## src/rtl/md_poll_arb_pkg.sv

```systemverilog
// md_poll_arb shared definitions: FSM encoding, engine control
// bit positions and the PHY status link bit index.
package md_poll_arb_pkg;

  typedef enum logic [2:0] {
    IDLE,
    ISSUE,
    WBSY,
    WRDY,
    DONE
  } md_state_e;

  localparam int CTRL_WE    = 6;
  localparam int CTRL_START = 5;
  localparam int LINK_BIT   = 2;

endpackage

```

## src/rtl/md_poll_tmr.sv

```systemverilog
// md_poll_tmr: poll period down-counter.
// Ports: clk, rst_n (sync, active-low), en, due (1-cycle pulse).
module md_poll_tmr #(
  parameter logic [23:0] PERIOD = 24'd5_000_000
) (
  input  logic clk,
  input  logic rst_n,
  input  logic en,
  output logic due
);

  localparam logic [23:0] RELOAD = PERIOD - 24'd1;

  logic [23:0] cnt;

  assign due = en && (cnt == '0);

  always_ff @(posedge clk) begin
    if (!rst_n || !en || due) begin
      cnt <= RELOAD;
    end else begin
      cnt <= cnt - 24'd1;
    end
  end

endmodule

```

## src/rtl/md_poll_arb.sv

```systemverilog
// md_poll_arb: arbitrates host PHY accesses and periodic status
// polls onto one MDIO engine. Ports: host slot (h_*), engine
// (md_*), poll enable/result (poll_*, link_*), wb_clk_i, wb_rst_n_i.
module md_poll_arb
  import md_poll_arb_pkg::*;
#(
  parameter logic [23:0] POLL_PERIOD = 24'd5_000_000,
  parameter logic [4:0]  POLL_ADDR   = 5'd1,
  parameter logic [15:0] TMO         = 16'd4095
) (
  input  logic        wb_clk_i,
  input  logic        wb_rst_n_i,
  input  logic        h_req_i,
  input  logic        h_we_i,
  input  logic [4:0]  h_addr_i,
  input  logic [15:0] h_wdat_i,
  output logic        h_busy_o,
  output logic        h_done_o,
  output logic        h_err_o,
  output logic [15:0] h_rdat_o,
  input  logic        poll_en_i,
  output logic [6:0]  md_ctrl_o,
  output logic [15:0] md_wdat_o,
  input  logic [15:0] md_rdat_i,
  input  logic        md_rdy_i,
  output logic [15:0] poll_dat_o,
  output logic        link_o,
  output logic        link_chg_o
);

  localparam logic [15:0] TMO_M1 = TMO - 16'd1;

  md_state_e   state, state_n;
  logic        due, grant, pick_host, tmo_hit, h_acc;
  logic        busy_q, h_pend, h_we_q, poll_pend, rr_host;
  logic [4:0]  h_addr_q, op_addr;
  logic [15:0] h_wdat_q, op_wdat, wcnt;
  logic        op_poll, op_we, tmo_q;
  logic        h_err_q, link_chg_q;
  logic [15:0] h_rdat_q, poll_dat_q;

  md_poll_tmr #(.PERIOD(POLL_PERIOD)) u_tmr (
    .clk   (wb_clk_i),
    .rst_n (wb_rst_n_i),
    .en    (poll_en_i),
    .due   (due)
  );

  assign h_acc = h_req_i && !busy_q;

  always_comb begin
    state_n   = state;
    grant     = 1'b0;
    tmo_hit   = 1'b0;
    pick_host = h_pend && (!poll_pend || rr_host);
    unique case (state)
      IDLE: begin
        if (h_pend || poll_pend) begin
          grant   = 1'b1;
          state_n = ISSUE;
        end
      end
      ISSUE: state_n = WBSY;
      WBSY: begin
        if (!md_rdy_i) begin
          state_n = WRDY;
        end else if (wcnt == TMO_M1) begin
          tmo_hit = 1'b1;
          state_n = DONE;
        end
      end
      WRDY: begin
        if (md_rdy_i) begin
          state_n = DONE;
        end else if (wcnt == TMO_M1) begin
          tmo_hit = 1'b1;
          state_n = DONE;
        end
      end
      DONE:    state_n = IDLE;
      default: state_n = IDLE;
    endcase
  end

  always_ff @(posedge wb_clk_i) begin
    if (!wb_rst_n_i) begin
      state <= IDLE;
    end else begin
      state <= state_n;
    end
  end

  always_ff @(posedge wb_clk_i) begin
    if (!wb_rst_n_i) begin
      wcnt       <= '0;
      busy_q     <= 1'b0;
      h_pend     <= 1'b0;
      h_we_q     <= 1'b0;
      h_addr_q   <= '0;
      h_wdat_q   <= '0;
      poll_pend  <= 1'b0;
      rr_host    <= 1'b1;
      op_poll    <= 1'b0;
      op_we      <= 1'b0;
      op_addr    <= '0;
      op_wdat    <= '0;
      tmo_q      <= 1'b0;
      h_err_q    <= 1'b0;
      h_rdat_q   <= '0;
      poll_dat_q <= '0;
      link_chg_q <= 1'b0;
    end else begin
      // counter restarts on every state change, i.e. per wait state
      wcnt       <= (state_n != state) ? '0 : wcnt + 16'd1;
      tmo_q      <= tmo_hit;
      link_chg_q <= 1'b0;

      if (h_acc) begin
        busy_q   <= 1'b1;
        h_pend   <= 1'b1;
        h_we_q   <= h_we_i;
        h_addr_q <= h_addr_i;
        h_wdat_q <= h_wdat_i;
        h_err_q  <= 1'b0;
      end

      // slot frees as DONE is entered so busy is low with done
      if (state_n == DONE && !op_poll) begin
        busy_q <= 1'b0;
        if (tmo_hit) h_err_q <= 1'b1;
      end

      if (!poll_en_i) begin
        poll_pend <= 1'b0;
      end else if (due) begin
        poll_pend <= 1'b1;
      end else if (grant && !pick_host) begin
        poll_pend <= 1'b0;
      end

      if (grant) begin
        rr_host <= !pick_host;
        op_poll <= !pick_host;
        op_we   <= pick_host && h_we_q;
        op_addr <= pick_host ? h_addr_q : POLL_ADDR;
        op_wdat <= pick_host ? h_wdat_q : '0;
        if (pick_host) h_pend <= 1'b0;
      end

      if (state == DONE && !tmo_q) begin
        if (op_poll) begin
          poll_dat_q <= md_rdat_i;
          link_chg_q <= md_rdat_i[LINK_BIT] ^ poll_dat_q[LINK_BIT];
        end else if (!op_we) begin
          h_rdat_q <= md_rdat_i;
        end
      end
    end
  end

  always_comb begin
    md_ctrl_o             = '0;
    md_ctrl_o[4:0]        = op_addr;
    md_ctrl_o[CTRL_WE]    = op_we;
    md_ctrl_o[CTRL_START] = (state == ISSUE);
  end

  assign md_wdat_o  = op_wdat;
  assign h_busy_o   = busy_q;
  assign h_done_o   = (state == DONE) && !op_poll;
  assign h_err_o    = h_err_q;
  assign h_rdat_o   = h_rdat_q;
  assign poll_dat_o = poll_dat_q;
  assign link_o     = poll_dat_q[LINK_BIT];
  assign link_chg_o = link_chg_q;

endmodule

```

## config.mk

```make
export PLATFORM = sky130hd
export DESIGN_NAME = md_poll_arb
export DESIGN_NICKNAME = d
export VERILOG_FILES = /design/src/rtl/md_poll_arb_pkg.sv /design/src/rtl/md_poll_tmr.sv /design/src/rtl/md_poll_arb.sv
export SDC_FILE = /design/constraint.sdc
export NUM_CORES = 1
export LEC_CHECK = 0
export ABC_CLOCK_PERIOD_IN_PS = 6500
export CAP_MARGIN = 20
export CORE_MARGIN = 2
export CORE_UTILIZATION = 45
export CTS_CLUSTER_SIZE = 8
export DETAILED_ROUTE_END_ITERATION = 7
export GPL_TIMING_DRIVEN = 0
export PLACE_DENSITY = 0.79
export SKIP_CTS_REPAIR_TIMING = 1
export SYNTH_ARGS = -nofsm -noshare
export SYNTH_HDL_FRONTEND = slang
export SYNTH_HIERARCHICAL = 1
export SYNTH_SLANG_ARGS = --single-unit
```

## constraint.sdc

```tcl
create_clock -name wb_clk_i -period 6.5 [get_ports wb_clk_i]
set_clock_uncertainty 0.2 [all_clocks]
set_input_delay 1.3 -clock wb_clk_i [delete_from_list [all_inputs] [get_ports wb_clk_i]]
set_output_delay 1.3 -clock wb_clk_i [all_outputs]
set_load 0.03 [all_outputs]
```

==> impl_metrics.env <==
export IMPL_status="completed"
export IMPL_power_leakage_uw=0.002591
export IMPL_crit_buf_inv=1
export IMPL_synth_edf_count=0
export IMPL_synth_cells=558
export IMPL_wl_met1_um=5365
export IMPL_grt_pass1_wl_um=20240
export IMPL_first_iter_violations=206
export IMPL_via_per_inst=5.272
export IMPL_synth_area_leaders="dfxtp_1 (49%), mux2i_1 (6.1%), a21boi_0 (6.0%)"
export IMPL_ys_flop_type="dfxtp_1"
export IMPL_dr_pass1_iters=4
export IMPL_end_kind="output port"
export IMPL_maxCapViolations=0
export IMPL_start_util_pct=45.93
export IMPL_critical_path_top_delay_family="buffers and inverters"
export IMPL_ys_warn_count=6
export IMPL_worst_path_stages=3
export IMPL_synth_top_cell_by_area="dfxtp_1"
export IMPL_root_buffer="clkbuf_16"
export IMPL_fp_dieH_um=111.7
export IMPL_syn_to_final_growth_pct=33.28
export IMPL_n_antenna_cell=0
export IMPL_routedWlPerCell_um=14.55
export IMPL_coreArea_um2=11370
export IMPL_gp_congestion=0.8238
export IMPL_fin_hold_ws_ns=0.2095
export IMPL_path_max_fanout=7
export IMPL_fin_crit_sh_pct=54.75
export IMPL_synth_nets=605
export IMPL_finalCriticalPeriod_ns=3.559
export IMPL_ios=103
export IMPL_clock_latency_ns=0.40
export IMPL_ir_worst_vdd_mv=0.1596
export IMPL_final_hold_viol_count=0
export IMPL_grt_max_degree=17
export IMPL_nNetsFinal=726
export IMPL_synth_area_um2=5223
export IMPL_design_die_area_um2=12480
export IMPL_clockBufferDepth=2
export IMPL_setup_tns_ns=0
export IMPL_worst_r2r_path_depth=6
export IMPL_crit_slowest_cell="clkdlybuf4s50_1"
export IMPL_grt_pass1_vias=4303
export IMPL_crit_required_ns=5.00
export IMPL_wl_met3_um=485
export IMPL_crit_chain="or3b_1 > nor2_1 > clkdlybuf4s50_1"
export IMPL_cts_buffers=17
export IMPL_vias=4402
export IMPL_syn_area_per_cell_um2=9.359
export IMPL_slew_headroom_pct=53.85
export IMPL_rsz0062_at_grt="false"
export IMPL_crit_path_max_incr_delay_ns=0.69
export IMPL_port_buffers=102
export IMPL_drtAntennaViolNets=0
export IMPL_cts_tree="built"
export IMPL_slew_violations=0
export IMPL_hold_path_depth=1
export IMPL_worstMarginPinSlew_ns=0.6859
export IMPL_synthArstFlopShare_pct=0
export IMPL_drive_gt1_share_pct=6.792
export IMPL_yosysUniqueCellTypes=50
export IMPL_design_area_um2=6960
export IMPL_yosysTopAreaCellShare_pct=48.68
export IMPL_finalSetupViolations=0
export IMPL_wl_met2_um=6182
export IMPL_rows=39
export IMPL_place_area_um2=6422
export IMPL_finalWirelength_um=12150
export IMPL_hold_path_class="register to register"
export IMPL_synth_seq_cells=127
export IMPL_cts_clk_slew_worst_paths_ns=0.05
export IMPL_hpwl_um=8619
export IMPL_max_freq_mhz=281.0
export IMPL_ys_seq_area_share_pct=48.68
export IMPL_critPathLaunchType="register"
export IMPL_die_width_um=111.7
export IMPL_p_per_area_nw_per_um2=257.2
export IMPL_grt_util_all_layers_pct=19.84
export IMPL_htree_num_levels=4
export IMPL_worstPathArrival_ns=2.06
export IMPL_drc_errors=0
export IMPL_path_class="register to output port"
export IMPL_antenna_found_initial=0
export IMPL_highest_signal_layer="met4"
export IMPL_cts_num_sinks=127
export IMPL_grt_overflow_total=0
## power by group
group | internal [uW] | switching (uW) | total, uW
combinational | 57.3 | 69.3 | 127
sequential | 796 | 11.1 | 807
clock | 544 | 313 | 857
## cells in the final DEF, fill, tap and decap left out, types with 7 or more instances in the layout
master | netlist | routed
dfxtp_1 | 127 | 127
clkdlybuf4s50_1 | 0 | 102
nand2_1 | 82 | 82
a21boi_0 | 42 | 42
nor2b_1 | 35 | 35
nand3_1 | 33 | 33
mux2i_1 | 32 | 32
clkbuf_1 | 24 | 31
nor3_1 | 23 | 23
nor2_1 | 21 | 21
xor2_1 | 20 | 20
clkbuf_16 | 0 | 17
a21oi_1 | 9 | 9
nand4_1 | 8 | 8
o21ai_0 | 8 | 8
or4_1 | 7 | 7
o31ai_1 | 7 | 7
## per-layer routing
metal | global-route usage (%) | vias up
met4 | 6.173 | 0
met1 | 23.40 | 2109
met3 | 5.716 | 9
met2 | 34.87 | 97
met5 | 0 | -
li1 | - | 2187
## path summary, 6_finish.rpt
kind / from / end / slack, ns
setup reg to reg: u_tmr/cnt[0] / u_tmr/cnt[20] / 3.95
setup / recovery: state[2] / h_done_o / 2.94
hold reg to reg: u_tmr/cnt[0] / u_tmr/cnt[0] / 0.21
hold / removal: u_tmr/cnt[0] / u_tmr/cnt[0] / 0.21
## cell usage after synthesis, types with 2 or more instances
cell type	n
a21boi_1	3
buf_6	2
xor2_1	20
buf_2	4
mux2i_1	32
nor2b_1	35
or3b_1	2
or2_2	3
a21oi_1	9
o21ai_0	8
a21boi_0	42
dfxtp_1	127
nand3b_1	3
nor3_1	23
inv_1	5
ha_1	4
or3_1	5
or4_4	2
and4_1	4
nor2_1	21
nand2_1	82
nand4b_1	2
nand2b_1	3
nor3b_1	3
nand4_1	8
nand3_1	33
or4_1	7
buf_4	5
o31ai_1	7
clkbuf_1	24
xnor2_1	6
nor4_1	4
and3_1	3
## metrics by stage
step	utilization (%)	total power, uW	setup WS (ns)	instances
after floorplan	-	890.5	3.645	558
after global placement	56.49	944.7	3.232	803
after detailed placement	56.49	948.1	3.128	803
after CTS	61.22	1804	2.915	835
after global routing	61.22	1857	2.832	835
final	61.22	1790	2.942	835
## layout make-up
type,count,area [um2]
flip-flops and latches,127,2542
repair buffers,102,1021
well taps,143,178.9
multi-input cells,391,2491
inverters,5,18.77
plain buffers,35,170.2
clock inverters,6,58.81
clock buffers,26,479.2
fillers,952,4409
## cells by family (layout without fill, tap and decap cells)
| family | count (synthesis) | count (layout) | share of synthesized area, % |
|---|---|---|---|
| and+or+nand+nor | 248 | 248 | 24.96 |
| buffers and inverters | 40 | 174 | 3.618 |
| AOI/OAI and AO/OA | 80 | 80 | 11.09 |
| xor gates and xnor gates | 26 | 26 | 4.360 |
| adders and majority gates | 5 | 5 | 1.150 |
| DFF | 127 | 127 | 48.68 |
| muxes | 32 | 32 | 6.133 |
## sequential cells by signal (all words and copies together) (netlist names)
name / flops
h_err_o: 1
op_poll: 1
state: 3
wcnt: 16
h_rdat_o: 16
h_pend: 1
poll_pend: 1
u_tmr/cnt: 24
tmo_q: 1
h_busy_o: 1
op_we: 1
h_wdat_q: 16
h_we_q: 1
op_addr: 5
rr_host: 1
poll_dat_o: 16
h_addr_q: 5
link_chg_o: 1
md_wdat_o: 16
Note: power is estimated with default switching activity, not from simulation.
